==> src/rtl/rps_referee.sv <==
// rps_referee: rock-paper-scissors round controller between player input and the move predictor.
// Optional RPS_REFEREE_HISTORY_EN keeps a 32-bit shift record of the last 8 {user, cpu} pairs.
module rps_referee #(
    parameter int ROUNDS  = 60,
    parameter int SETTLE  = 4,
    parameter int TIMEOUT = 200,
    parameter int SCORE_W = 7
) (
    input  logic               clock,
    input  logic               reset,
    input  logic               move_valid,
    input  logic [1:0]         move,
    output logic               move_ready,
    output logic               bad_move,
    output logic [1:0]         pred_user,
    input  logic [1:0]         pred_choice,
    input  logic               pred_ready,
    output logic               start,
    output logic               result_valid,
    output logic [1:0]         result,
    output logic [1:0]         cpu_move,
    output logic               timeout,
    output logic [SCORE_W-1:0] user_score,
    output logic [SCORE_W-1:0] cpu_score,
    output logic [SCORE_W-1:0] tie_count,
    output logic [5:0]         round,
    output logic               game_over,
    output logic [31:0]        history,
    output logic [2:0]         dbg_state
);
    // Handshake: a move transfers on any rising edge where move_valid && move_ready; move_ready is
    // high only in IDLE, and move_valid in every other state is ignored (nothing is buffered).
    typedef enum logic [2:0] {
        ST_IDLE      = 3'd0,
        ST_PRESENT   = 3'd1,
        ST_WAIT_PRED = 3'd2,
        ST_JUDGE     = 3'd3,
        ST_COMMIT    = 3'd4,
        ST_OVER      = 3'd5
    } state_t;

    localparam int CNT_MAX = (SETTLE > TIMEOUT) ? SETTLE : TIMEOUT;
    localparam int CNT_W   = (CNT_MAX < 2) ? 1 : $clog2(CNT_MAX);
    localparam logic [CNT_W-1:0]   SETTLE_LAST  = CNT_W'(SETTLE - 1);
    localparam logic [CNT_W-1:0]   TIMEOUT_LAST = CNT_W'(TIMEOUT - 1);
    localparam logic [5:0]         ROUNDS_L     = 6'(ROUNDS);
    localparam logic [SCORE_W-1:0] SCORE_MAX    = '1;

    localparam logic [1:0] MV_ROCK    = 2'b00;
    localparam logic [1:0] MV_SCIS    = 2'b01;
    localparam logic [1:0] MV_PAPER   = 2'b10;
    localparam logic [1:0] MV_ILLEGAL = 2'b11;
    localparam logic [1:0] RES_TIE    = 2'b00;
    localparam logic [1:0] RES_CPU    = 2'b01;
    localparam logic [1:0] RES_USER   = 2'b10;

    state_t             r_state;
    state_t             w_next_state;
    logic [CNT_W-1:0]   r_cnt;
    logic [1:0]         r_fb;
    logic               r_to_flag;
    logic [1:0]         r_pred_user;
    logic [1:0]         r_cpu_move;
    logic [1:0]         r_result;
    logic [SCORE_W-1:0] r_user;
    logic [SCORE_W-1:0] r_cpu;
    logic [SCORE_W-1:0] r_tie;
    logic [5:0]         r_round;
    logic               r_bad_move;

    logic       w_accept;
    logic       w_legal;
    logic       w_settle_done;
    logic       w_wait_done;
    logic       w_tie;
    logic       w_cpu_wins;
    logic [1:0] w_result;
    logic [1:0] w_pred_move;

    assign w_accept      = (r_state == ST_IDLE) && move_valid;
    assign w_legal       = (move != MV_ILLEGAL);
    assign w_settle_done = (r_cnt == SETTLE_LAST);
    assign w_wait_done   = (r_cnt == TIMEOUT_LAST);
    assign w_pred_move   = (pred_choice == MV_ILLEGAL) ? r_fb : pred_choice;

    // Each move beats the one encoded directly after it: rock>scissors>paper>rock.
    always_comb begin
        w_tie      = (r_pred_user == r_cpu_move);
        w_cpu_wins = ((r_cpu_move == MV_ROCK)  && (r_pred_user == MV_SCIS))  ||
                     ((r_cpu_move == MV_SCIS)  && (r_pred_user == MV_PAPER)) ||
                     ((r_cpu_move == MV_PAPER) && (r_pred_user == MV_ROCK));
        w_result   = w_tie ? RES_TIE : (w_cpu_wins ? RES_CPU : RES_USER);
    end

    always_ff @(posedge clock) begin
        if (reset) begin
            r_state <= ST_IDLE;
        end else begin
            r_state <= w_next_state;
        end
    end

    always_comb begin
        w_next_state = r_state;
        case (r_state)
            ST_IDLE:      if (w_accept && w_legal) w_next_state = ST_PRESENT;
            ST_PRESENT:   if (w_settle_done) w_next_state = ST_WAIT_PRED;
            ST_WAIT_PRED: if (pred_ready || w_wait_done) w_next_state = ST_JUDGE;
            ST_JUDGE:     w_next_state = ST_COMMIT;
            ST_COMMIT:    w_next_state = (r_round == ROUNDS_L) ? ST_OVER : ST_IDLE;
            ST_OVER:      w_next_state = ST_OVER;
            default:      w_next_state = ST_IDLE;
        endcase
    end

    always_ff @(posedge clock) begin
        if (reset) begin
            r_cnt       <= '0;
            r_fb        <= 2'd0;
            r_to_flag   <= 1'b0;
            r_pred_user <= 2'b00;
            r_cpu_move  <= 2'b00;
            r_result    <= RES_TIE;
            r_user      <= '0;
            r_cpu       <= '0;
            r_tie       <= '0;
            r_round     <= 6'd0;
            r_bad_move  <= 1'b0;
        end else begin
            r_fb       <= (r_fb == 2'd2) ? 2'd0 : r_fb + 2'd1;
            r_bad_move <= w_accept && !w_legal;
            case (r_state)
                ST_IDLE: begin
                    if (w_accept && w_legal) begin
                        r_pred_user <= move;
                        r_cnt       <= '0;
                        r_to_flag   <= 1'b0;
                    end
                end
                ST_PRESENT: begin
                    r_cnt <= w_settle_done ? '0 : r_cnt + CNT_W'(1);
                end
                ST_WAIT_PRED: begin
                    if (pred_ready) begin
                        r_cpu_move <= w_pred_move;
                    end else if (w_wait_done) begin
                        r_cpu_move <= r_fb;
                        r_to_flag  <= 1'b1;
                    end else begin
                        r_cnt <= r_cnt + CNT_W'(1);
                    end
                end
                ST_JUDGE: begin
                    r_result <= w_result;
                    r_round  <= r_round + 6'd1;
                    if (w_tie) begin
                        if (r_tie != SCORE_MAX) r_tie <= r_tie + SCORE_W'(1);
                    end else if (w_cpu_wins) begin
                        if (r_cpu != SCORE_MAX) r_cpu <= r_cpu + SCORE_W'(1);
                    end else begin
                        if (r_user != SCORE_MAX) r_user <= r_user + SCORE_W'(1);
                    end
                end
                default: ;
            endcase
        end
    end

`ifdef RPS_REFEREE_HISTORY_EN
    logic [31:0] r_history;

    always_ff @(posedge clock) begin
        if (reset) begin
            r_history <= 32'd0;
        end else if (r_state == ST_JUDGE) begin
            r_history <= {r_history[27:0], r_pred_user, r_cpu_move};
        end
    end

    assign history = r_history;
`else
    assign history = 32'd0;
`endif

    assign move_ready   = (r_state == ST_IDLE);
    assign bad_move     = r_bad_move;
    assign pred_user    = r_pred_user;
    assign start        = (r_state != ST_COMMIT);
    assign result_valid = (r_state == ST_COMMIT);
    assign result       = r_result;
    assign cpu_move     = r_cpu_move;
    assign timeout      = (r_state == ST_COMMIT) && r_to_flag;
    assign user_score   = r_user;
    assign cpu_score    = r_cpu;
    assign tie_count    = r_tie;
    assign round        = r_round;
    assign game_over    = (r_round == ROUNDS_L);
    assign dbg_state    = r_state;
endmodule

==> config.mk <==
export PLATFORM = sky130hd
export DESIGN_NAME = rps_referee
export DESIGN_NICKNAME = d
export VERILOG_FILES = /design/src/rtl/rps_referee.sv
export SDC_FILE = /design/constraint.sdc
export NUM_CORES = 1
export LEC_CHECK = 0
export CAP_MARGIN = 25
export CORE_ASPECT_RATIO = 1.5
export CORE_MARGIN = 2
export CORE_UTILIZATION = 49
export CTS_BUF_LIST = sky130_fd_sc_hd__clkbuf_4 sky130_fd_sc_hd__clkbuf_8
export CTS_CLUSTER_DIAMETER = 100
export CTS_CLUSTER_SIZE = 16
export DETAILED_ROUTE_END_ITERATION = 6
export PLACE_DENSITY = 0.86
export SLEW_MARGIN = 20
export SYNTH_ARGS = -nofsm -noshare
export SYNTH_HDL_FRONTEND = slang
export SYNTH_SLANG_ARGS = --single-unit
export TNS_END_PERCENT = 30
==> constraint.sdc <==
create_clock -name clock -period 2.1 [get_ports clock]
set_input_delay 0.42 -clock clock [delete_from_list [all_inputs] [get_ports clock]]
set_output_delay 0.42 -clock clock [all_outputs]
set_load 0.005 [all_outputs]
==> results.cfg, run 1 <==
[status]
status = complete, no violations

[timing]
fin_ws_ns = 0.06770
rsz0062_at_grt = true
worstMarginPinSlew_ns = 0.8673
post-route-period-util = 0.9678
max_slew_margin = 0.4218
hold_viol = 0
max_clock_freq_mhz = 492.1
finClkSkew_ns = 0.009768
setup_viol = 0
layout_min_cycle_time_ns = 2.032
slew_viol_final = 0

[critical_path]
cp-end-kind = output port
crit_fanout = 5
cp_slowest_cell = clkdlybuf4s50_1
worstSetupPathType = reg -> out
crit_family = buffers and inverters
rr_startpoint = pred_user[1]$_SDFFE_PP0P_
worstReg2RegEnd = cpu_score[2]$_SDFFE_PP0P_
r2r_cells = 4
worstSetupStartpointType = flip-flop
path_cells = inv_2 -> nand2_1 -> nor2_2 -> and2_1 -> clkdlybuf4s50_1
crit_start = dbg_state[0]$_SDFFE_PP0P_
r2r_slack_ns = 0.29
critPathCapture = timeout
crit_path_max_incr_delay_ns = 0.49
cp.required_ns = 1.68
cp_num_cells = 5
arrival_ns = 1.61
crit_buf_inv = 2

[final_layout]
fin_cells = 453
layout.nets = 397
diodes = 0
syn_to_final_growth_pct = 21.96
num-fill-cells = 483
fin_area_sq_um = 3349
drive_gt1_frac = 0.09661

[power_and_ir_drop]
peakVddDrop_mv = 0.4600
cellPowerDensity_nw_per_um2 = 531.7
leakage_nw = 1.163
finalPower_mw = 1.781

[placement]
hpwl_mm = 4.542
place_inst = 445
placed_area_sq_um = 3222
pre_cts_ws_ns = 0.1488
portBuffers = 49
gp_congestion = 0.8811

[global_routing]
antenna_found_initial = 0
grt_pass1_vias = 2252
grtUsageTotal = 0.2012
grt_overflow_total = 0
grt_max_degree = 22
grt_pass1_wl_mm = 9.977

[detailed_routing]
vias = 2519
avgViaCountPerCell = 5.561
drt-total-wl_mm = 6.117
drtIter0Drc = 128
postRouteAntennaNets = 0
drc_errors = 0
avgRoutedWirePerCell_um = 13.50
first_pass_iters = 4

[logic_synthesis]
ys_seq_area_frac = 0.3499
yosys_most_used_dff = dfxtp_1
synthArstFlopShare = 0
synth-edff-count = 0
ys_types = 56
yosysTopAreaCell = dfxtp_1
ys.warnings.count = 0
synth_area_leaders = dfxtp_1 35%, buf_4 9.0%, a21oi_1 6.7%, nand3_1 3.8%, or4_1 3.6%
synthCells = 327
post-synth-top-count-cell = dfxtp_1
ys_seq_elements = 48
synth.top_cell.area_share = 0.3499
synth.avg_cell_area_sq_um = 8.399
yosys-top-cells-count = 48 x dfxtp_1, 37 x a21oi_1, 33 x buf_4, 21 x nand3_1, 17 x nand2_1
synth_area_sq_um = 2746

[clock_network]
cts_buffer_depth = 2
cts_max_level = 2
clk_latency_ns = 0.30
postCtsSetupBuffers = 0
cts_root_buf = clkbuf_8
tritoncts = built
path_clk_slew_ns = 0.09
clock-sinks = 48
numCtsBuffers = 5
holdBufCountCts = 0

[floorplanning]
dieArea_sq_um = 6232
initial_core_util = 0.5039
coreArea_sq_um = 5450
fp-row-count = 33
dieHeight_um = 95.69
die_w_um = 65.13
io_pins = 82

[min_path]
min_path_type = reg -> reg
whs_path_depth = 1

[job]
maxCapViolations = 0
kinds of logic after synthesis:
| logic type | after synthesis | share of synthesized area |
|---|---|---|
| AO/OA/AOI/OAI | 88 | 0.2005 |
| multiplexers | 1 | 0.004100 |
| flip-flops | 48 | 0.3499 |
| AND/OR/NAND/NOR | 117 | 0.2542 |
| buffers and inverters | 58 | 0.1358 |
| adder cells (fa/ha/maj) | 7 | 0.03189 |
| XOR/XNOR | 7 | 0.02232 |
| other | 1 | 0.001365 |
cell type report:
cell class	instances	area, sq um	area share
tap	70	87.58	0.02615
multi-input combinational	252	1544	0.4610
sequential	48	962.2	0.2873
clock inverter	3	42.54	0.01270
inverter	11	41.29	0.01233
clock buffer	5	68.82	0.02055
timing repair buffer	64	603.1	0.1801
metal layers:
metal | part of all wire | vias to the layer above | global-route usage
met3 | 0.046 | 13 | 0.03509
li1 | - | 1242 | -
met4 | 0.022 | 0 | 0.07639
met2 | 0.52 | 82 | 0.3668
met5 | 0 | - | 0
met1 | 0.41 | 1182 | 0.2333
metrics by stage:
step | hold slack (ns) | util | setup TNS (ns)
CTS | 0.4273 | 0.6134 | 0
global route | 0.4592 | 0.6146 | -0.003764
detailed placement | 0.4149 | 0.5911 | 0
floorplan | 0.4005 | - | 0
finish | 0.4255 | 0.6146 | 0
global placement | 0.4103 | 0.5911 | 0
report_power, final:
part	switching (mW)	internal [mW]	total, mW
Clock	0.322	0.353	0.675
Sequential	0.0155	0.925	0.940
Combinational	0.0937	0.0719	0.166
Total	0.431	1.35	1.78
what timing repair did:
action | CTS | global route
hold endpoints to repair | 0 | 0
pin swaps | 0 | 1
endpoints found under the setup margin | 3 | 2
resized for setup | 3 | 3
placed cells by master (no fill, tap or decap), drive strengths merged, types with 3 or more instances in the layout:
master	n
nor2	17
nor2b	3
dfxtp	48
nand3	22
o21ai	13
nand3b	3
or3	9
a21oi	37
and3	5
buf	15
clkdlybuf4s50	49
nand4	6
xor2	5
nand2	17
inv	11
conb	32
o31ai	13
ha	7
o211ai	3
or4	13
nor3	7
a21o	5
clkbuf	5
state kept, by name (all words and copies together), names as in the netlist:
| signal | count |
|---|---|
| result | 2 |
| cpu_move | 2 |
| user_score | 7 |
| r_to_flag | 1 |
| bad_move | 1 |
| round | 6 |
| r_fb | 2 |
| r_cnt | 8 |
| pred_user | 2 |
| dbg_state | 3 |
| tie_count | 7 |
| cpu_score | 7 |
worst min-delay path by stage:
stage          slack (ns)               start                 end
6_report             0.43  r_fb[0]$_SDFF_PP0_  r_fb[0]$_SDFF_PP0_
5_1_grt              0.46  r_fb[0]$_SDFF_PP0_  r_fb[0]$_SDFF_PP0_
4_1_cts              0.43  r_fb[0]$_SDFF_PP0_  r_fb[0]$_SDFF_PP0_
3_5_place_dp         0.41  r_fb[0]$_SDFF_PP0_  r_fb[0]$_SDFF_PP0_
3_3_place_gp         0.41  r_fb[0]$_SDFF_PP0_  r_fb[0]$_SDFF_PP0_
2_1_floorplan        0.40  r_fb[0]$_SDFF_PP0_  r_fb[0]$_SDFF_PP0_
(Power assumes the default switching activity.)
==> run 2, diff against run 1 <==
==> constraint.sdc (replaced) <==
create_clock -name clock -period 2.1 [get_ports clock]
set_input_delay 0.42 -clock clock [delete_from_list [all_inputs] [get_ports clock]]
set_output_delay 0.42 -clock clock [all_outputs]
set_load 0.05 [all_outputs]
==> run 2 against run 1 <==
Effect of this change:
- setup slack better by 0.0023 ns
- fmax up 0.11%
- total power up 7.2%
- routed wire length up 0.15%
- clock-buffer cell count unchanged
- register-to-register slack about the same
- die area unchanged
- core utilization up 0.50 points
- via count about the same
- sequential power about the same
- critical path depth down 4
- clock skew down 0.0071 ns
==> results.cfg, run 2 (synthesis gave the netlist of run 1 again) <==
[critical_path]
cp.required_ns = 1.68
crit_fanout = 7
r2r_slack_ns = 0.29
worstSetupPathType = reg -> out
crit_buf_inv = 1
arrival_ns = 1.61
cp_slowest_cell = clkdlybuf4s50_1
crit_family = buffers and inverters
cp-end-kind = output port
worstReg2RegEnd = cpu_score[4]$_SDFFE_PP0P_
worstSetupStartpointType = flip-flop
path_cells = clkdlybuf4s50_1
r2r_cells = 4
rr_startpoint = pred_user[1]$_SDFFE_PP0P_
crit_path_max_incr_delay_ns = 0.85

[detailed_routing]
drtIter0Drc = 110
drt-total-wl_mm = 6.126
vias = 2520
postRouteAntennaNets = 0
first_pass_iters = 4
avgViaCountPerCell = 5.588
avgRoutedWirePerCell_um = 13.58
drc_errors = 0

[min_path]
hold-path-endpoint = r_fb[0]$_SDFF_PP0_
min_path_type = reg -> reg
whs_path_depth = 1
worstHoldStart = r_fb[0]$_SDFF_PP0_

[status]
status = complete, no violations

[final_layout]
largest_register = r_cnt
num-fill-cells = 483
diodes = 0
largest_register_ffs = 8
final_common_cell = dfxtp_1
multi_input_area_sq_um = 1538
layout.nets = 395
syn_to_final_growth_pct = 22.96
ff_latch_area_sq_um = 960.9
final_cell_mix = 48 x dfxtp_1, 38 x clkdlybuf4s50_1, 37 x a21oi_1, 32 x conb_1, 21 x nand3_1
final_core_util = 0.6196
drive_gt1_frac = 0.1050

[placement]
pre_cts_ws_ns = 0.1050
gp_congestion = 0.9544
portBuffers = 49
hpwl_mm = 4.480

[timing]
rsz0062_at_grt = false
max_slew_margin = 0.4147
setup_viol = 0
layout_min_cycle_time_ns = 2.030
slew_viol_final = 0
fin_ws_ns = 0.07000
hold_viol = 0
hold_slack_ns = 0.4233
finClkSkew_ns = 0.002693
worstMarginPinSlew_ns = 0.8780
setup_tns_ns = 0
post-route-period-util = 0.9667
max_clock_freq_mhz = 492.6

[global_routing]
grt_max_degree = 41
antenna_found_initial = 0
grtUsageTotal = 0.1967
grt_overflow_total = 0
grt_pass1_wl_mm = 9.715
grt_pass1_vias = 2204

[clock_network]
cts_max_level = 2
postCtsSetupBuffers = 0
numCtsBuffers = 5
holdBufCountCts = 0
clock-sinks = 48
path_clk_slew_ns = 0.09
cts_root_buf = clkbuf_8
tritoncts = built
clk_latency_ns = 0.30
cts_buffer_depth = 2

[power_and_ir_drop]
finalPower_mw = 1.910
cellPowerDensity_nw_per_um2 = 565.5
leakage_nw = 1.238
peakVddDrop_mv = 0.3955

[job]
maxCapViolations = 0

[floorplanning]
fp-row-count = 33
initial_core_util = 0.5039
coreArea_sq_um = 5450
io_pins = 82
dieHeight_um = 95.69
dieArea_sq_um = 6232
die_w_um = 65.13
-- run 2: final cells by class --
| class | instances | area share |
|---|---|---|
| sequential | 48 | 0.2845 |
| tap | 70 | 0.02594 |
| clock buffer | 5 | 0.02038 |
| clock inverter | 3 | 0.01260 |
| inverter | 11 | 0.01223 |
| timing repair buffer | 62 | 0.1890 |
| multi-input combinational | 252 | 0.4554 |
-- run 2: where the power goes --
part	switching, mW	total, mW	internal [mW]
clock network	0.316	0.668	0.353
logic	0.228	0.302	0.0735
registers	0.0147	0.940	0.925
-- run 2: layer usage --
metal	track usage	share of wire	vias up	wire [um]
met5	0	0	-	0
met4	0.1024	0.032	0	199
met3	0.03392	0.051	16	310
met2	0.3540	0.52	83	3193
met1	0.2204	0.40	1179	2423
li1	-	-	1242	-
-- run 2: how the worst max path moves through the flow --
stage,startpoint,end,slack (ns),depth (start not counted)
after floorplan,dbg_state[1]$_SDFFE_PP0P_,move_ready,-0.25,2
after global placement,move_valid,r_cnt[3]$_SDFFE_PP0P_,0.17,6
after detailed placement,move_valid,r_cnt[3]$_SDFFE_PP0P_,0.11,6
after CTS,cpu_move[1]$_SDFFE_PP0P_,cpu_move[1],0.03,1
after global routing,cpu_move[0]$_SDFFE_PP0P_,cpu_move[0],0.008,1
final,cpu_move[0]$_SDFFE_PP0P_,cpu_move[0],0.07,1
-- run 2: repair_timing --
action | 4_1_cts | 5_1_grt
resized for setup | 0 | 4
hold endpoints to repair | 0 | 0
endpoints found under the setup margin | 0 | 4
-- run 2: stage by stage --
stage / cell area (sq um) / std cells
2_1_floorplan: 2867 / 358
3_3_place_gp: 3253 / 443
3_5_place_dp: 3253 / 443
4_1_cts: 3364 / 451
5_1_grt: 3377 / 451
6_report: 3377 / 451
==> run 3, diff against run 2 <==
- CORE_UTILIZATION: 49 -> 40
- PLACE_DENSITY: 0.86 -> 0.73
- TNS_END_PERCENT: 30 -> 5
==> run 3 against run 2 <==
Effect of this change:
- clock power fell by 5.4%
- via count shrank 1.2%
- global-route usage fell by 3.1 points
- core utilization shrank 12 points
- die area increased by 21%
- critical endpoint unchanged
- setup slack worse by 0.0093 ns
==> results.cfg, run 3 (synthesis gave the netlist of run 1 again) <==
[power_and_ir_drop]
power_switching_uw = 534.6
leakage_nw = 1.216
finalPower_mw = 1.878
p_int_mw = 1.343
seq_power_share = 0.501
p_sw_frac = 0.2847
peakVddDrop_mv = 0.2488
clockPowerShare = 0.337
share_comb_of_total_power = 0.163
cellPowerDensity_nw_per_um2 = 557.2

[placement]
portBuffers = 49
hpwl_mm = 4.629
gp_congestion = 0.9159
placed_area_sq_um = 3261

[critical_path]
crit_path_max_incr_delay_ns = 0.86
crit_family = buffers and inverters
r2r_slack_ns = 0.29
crit_fanout = 7
path_cells = clkdlybuf4s50_1
arrival_ns = 1.62
crit_start = cpu_move[0]$_SDFFE_PP0P_
cp_slowest_cell = clkdlybuf4s50_1
crit_buf_inv = 1
cp-end-kind = output port
worstSetupStartpointType = flip-flop
cp_num_cells = 1
r2r_cells = 4
worstSetupPathType = reg -> out
critPathCapture = cpu_move[0]
cp.required_ns = 1.68
worstReg2RegEnd = cpu_score[3]$_SDFFE_PP0P_
rr_startpoint = pred_user[1]$_SDFFE_PP0P_

[floorplanning]
die_w_um = 71.66
dieArea_sq_um = 7559
initial_core_util = 0.4063
coreArea_sq_um = 6759
io_pins = 82
dieHeight_um = 105.5
fp-row-count = 37

[timing]
rsz0062_at_grt = false
setup_tns_ns = 0
setup_viol = 0
slew_viol_final = 0
finClkSkew_ns = 0.009131
hold_viol = 0
worstMarginPinSlew_ns = 0.8537
post-route-period-util = 0.9711
hold_slack_ns = 0.4403
max_clock_freq_mhz = 490.4
layout_min_cycle_time_ns = 2.039
max_slew_margin = 0.4308

[detailed_routing]
drtIter0Drc = 118
drc_errors = 0
avgViaCountPerCell = 5.451
avgRoutedWirePerCell_um = 13.37
postRouteAntennaNets = 0
drt-total-wl_mm = 6.108
first_pass_iters = 4
vias = 2491

[global_routing]
grtUsageTotal = 0.1653
antenna_found_initial = 0
grt_overflow_total = 0
grt_pass1_wl_mm = 10.28
grt_pass1_vias = 2282
grt_max_degree = 41

[job]
maxCapViolations = 0

[final_layout]
drive_gt1_frac = 0.1029
diodes = 0
fin_area_sq_um = 3369
final_core_util = 0.4985
final_common_cell = dfxtp_1
final_cell_mix = 48 x dfxtp_1, 38 x clkdlybuf4s50_1, 37 x a21oi_1, 32 x conb_1, 21 x nand3_1
largest_register = r_cnt
num-fill-cells = 667
syn_to_final_growth_pct = 22.69
largest_register_ffs = 8
layout.nets = 395

[clock_network]
cts_max_level = 2
clock-sinks = 48
clk_latency_ns = 0.30
numCtsBuffers = 5
holdBufCountCts = 0
cts_buffer_depth = 2
cts_root_buf = clkbuf_8
path_clk_slew_ns = 0.08
cts.repair.resized = 0
tritoncts = built
postCtsSetupBuffers = 0

[min_path]
min_path_type = reg -> reg

[status]
status = complete, no violations
==> run 3: routing by layer <==
| metal | wire, um | share of wire | up-vias | track usage |
|---|---|---|---|---|
| met5 | 0 | 0 | - | 0 |
| met4 | 103 | 0.017 | 0 | 0.05256 |
| met3 | 280 | 0.046 | 9 | 0.02868 |
| met2 | 3246 | 0.53 | 71 | 0.3003 |
| met1 | 2477 | 0.41 | 1168 | 0.1921 |
| li1 | - | - | 1243 | - |
==> run 3: worst min path at each step <==
stage	start	end	slack, ns	cells after the start
final	r_fb[0]$_SDFF_PP0_	r_fb[0]$_SDFF_PP0_	0.44	1
after global routing	r_fb[0]$_SDFF_PP0_	r_fb[0]$_SDFF_PP0_	0.46	1
after CTS	r_fb[0]$_SDFF_PP0_	r_fb[0]$_SDFF_PP0_	0.44	1
after detailed placement	r_fb[0]$_SDFF_PP0_	r_fb[0]$_SDFF_PP0_	0.43	1
after global placement	r_fb[0]$_SDFF_PP0_	r_fb[0]$_SDFF_PP0_	0.41	1
after floorplan	r_fb[0]$_SDFF_PP0_	r_fb[0]$_SDFF_PP0_	0.40	1
==> run 3: final cells by class <==
| class | count | area [sq um] | share of cell area |
|---|---|---|---|
| tap | 78 | 97.59 | 0.02896 |
| timing repair buffer | 62 | 633.1 | 0.1879 |
| multi-input combinational | 252 | 1538 | 0.4564 |
| clock buffer | 5 | 68.82 | 0.02042 |
| sequential | 48 | 960.9 | 0.2852 |
| clock inverter | 1 | 30.03 | 0.008912 |
| inverter | 11 | 41.29 | 0.01225 |
==> run 3: metrics by stage <==
step / setup WS [ns] / instances
after global routing: 0.002120 / 457
final: 0.06075 / 457
after detailed placement: 0.1657 / 451
after CTS: 0.01698 / 457
after floorplan: -0.2502 / 358
after global placement: 0.1754 / 451
==> run 3: power by group through the flow <==
| stage | clock network [mW] | registers (mW) | logic [mW] |
|---|---|---|---|
| floorplan | 0 | 0.976 | 0.260 |
| global placement | 0 | 0.960 | 0.300 |
| detailed placement | 0 | 0.961 | 0.306 |
| CTS | 0.653 | 0.940 | 0.306 |
| global route | 0.690 | 0.942 | 0.326 |
| finish | 0.632 | 0.940 | 0.306 |
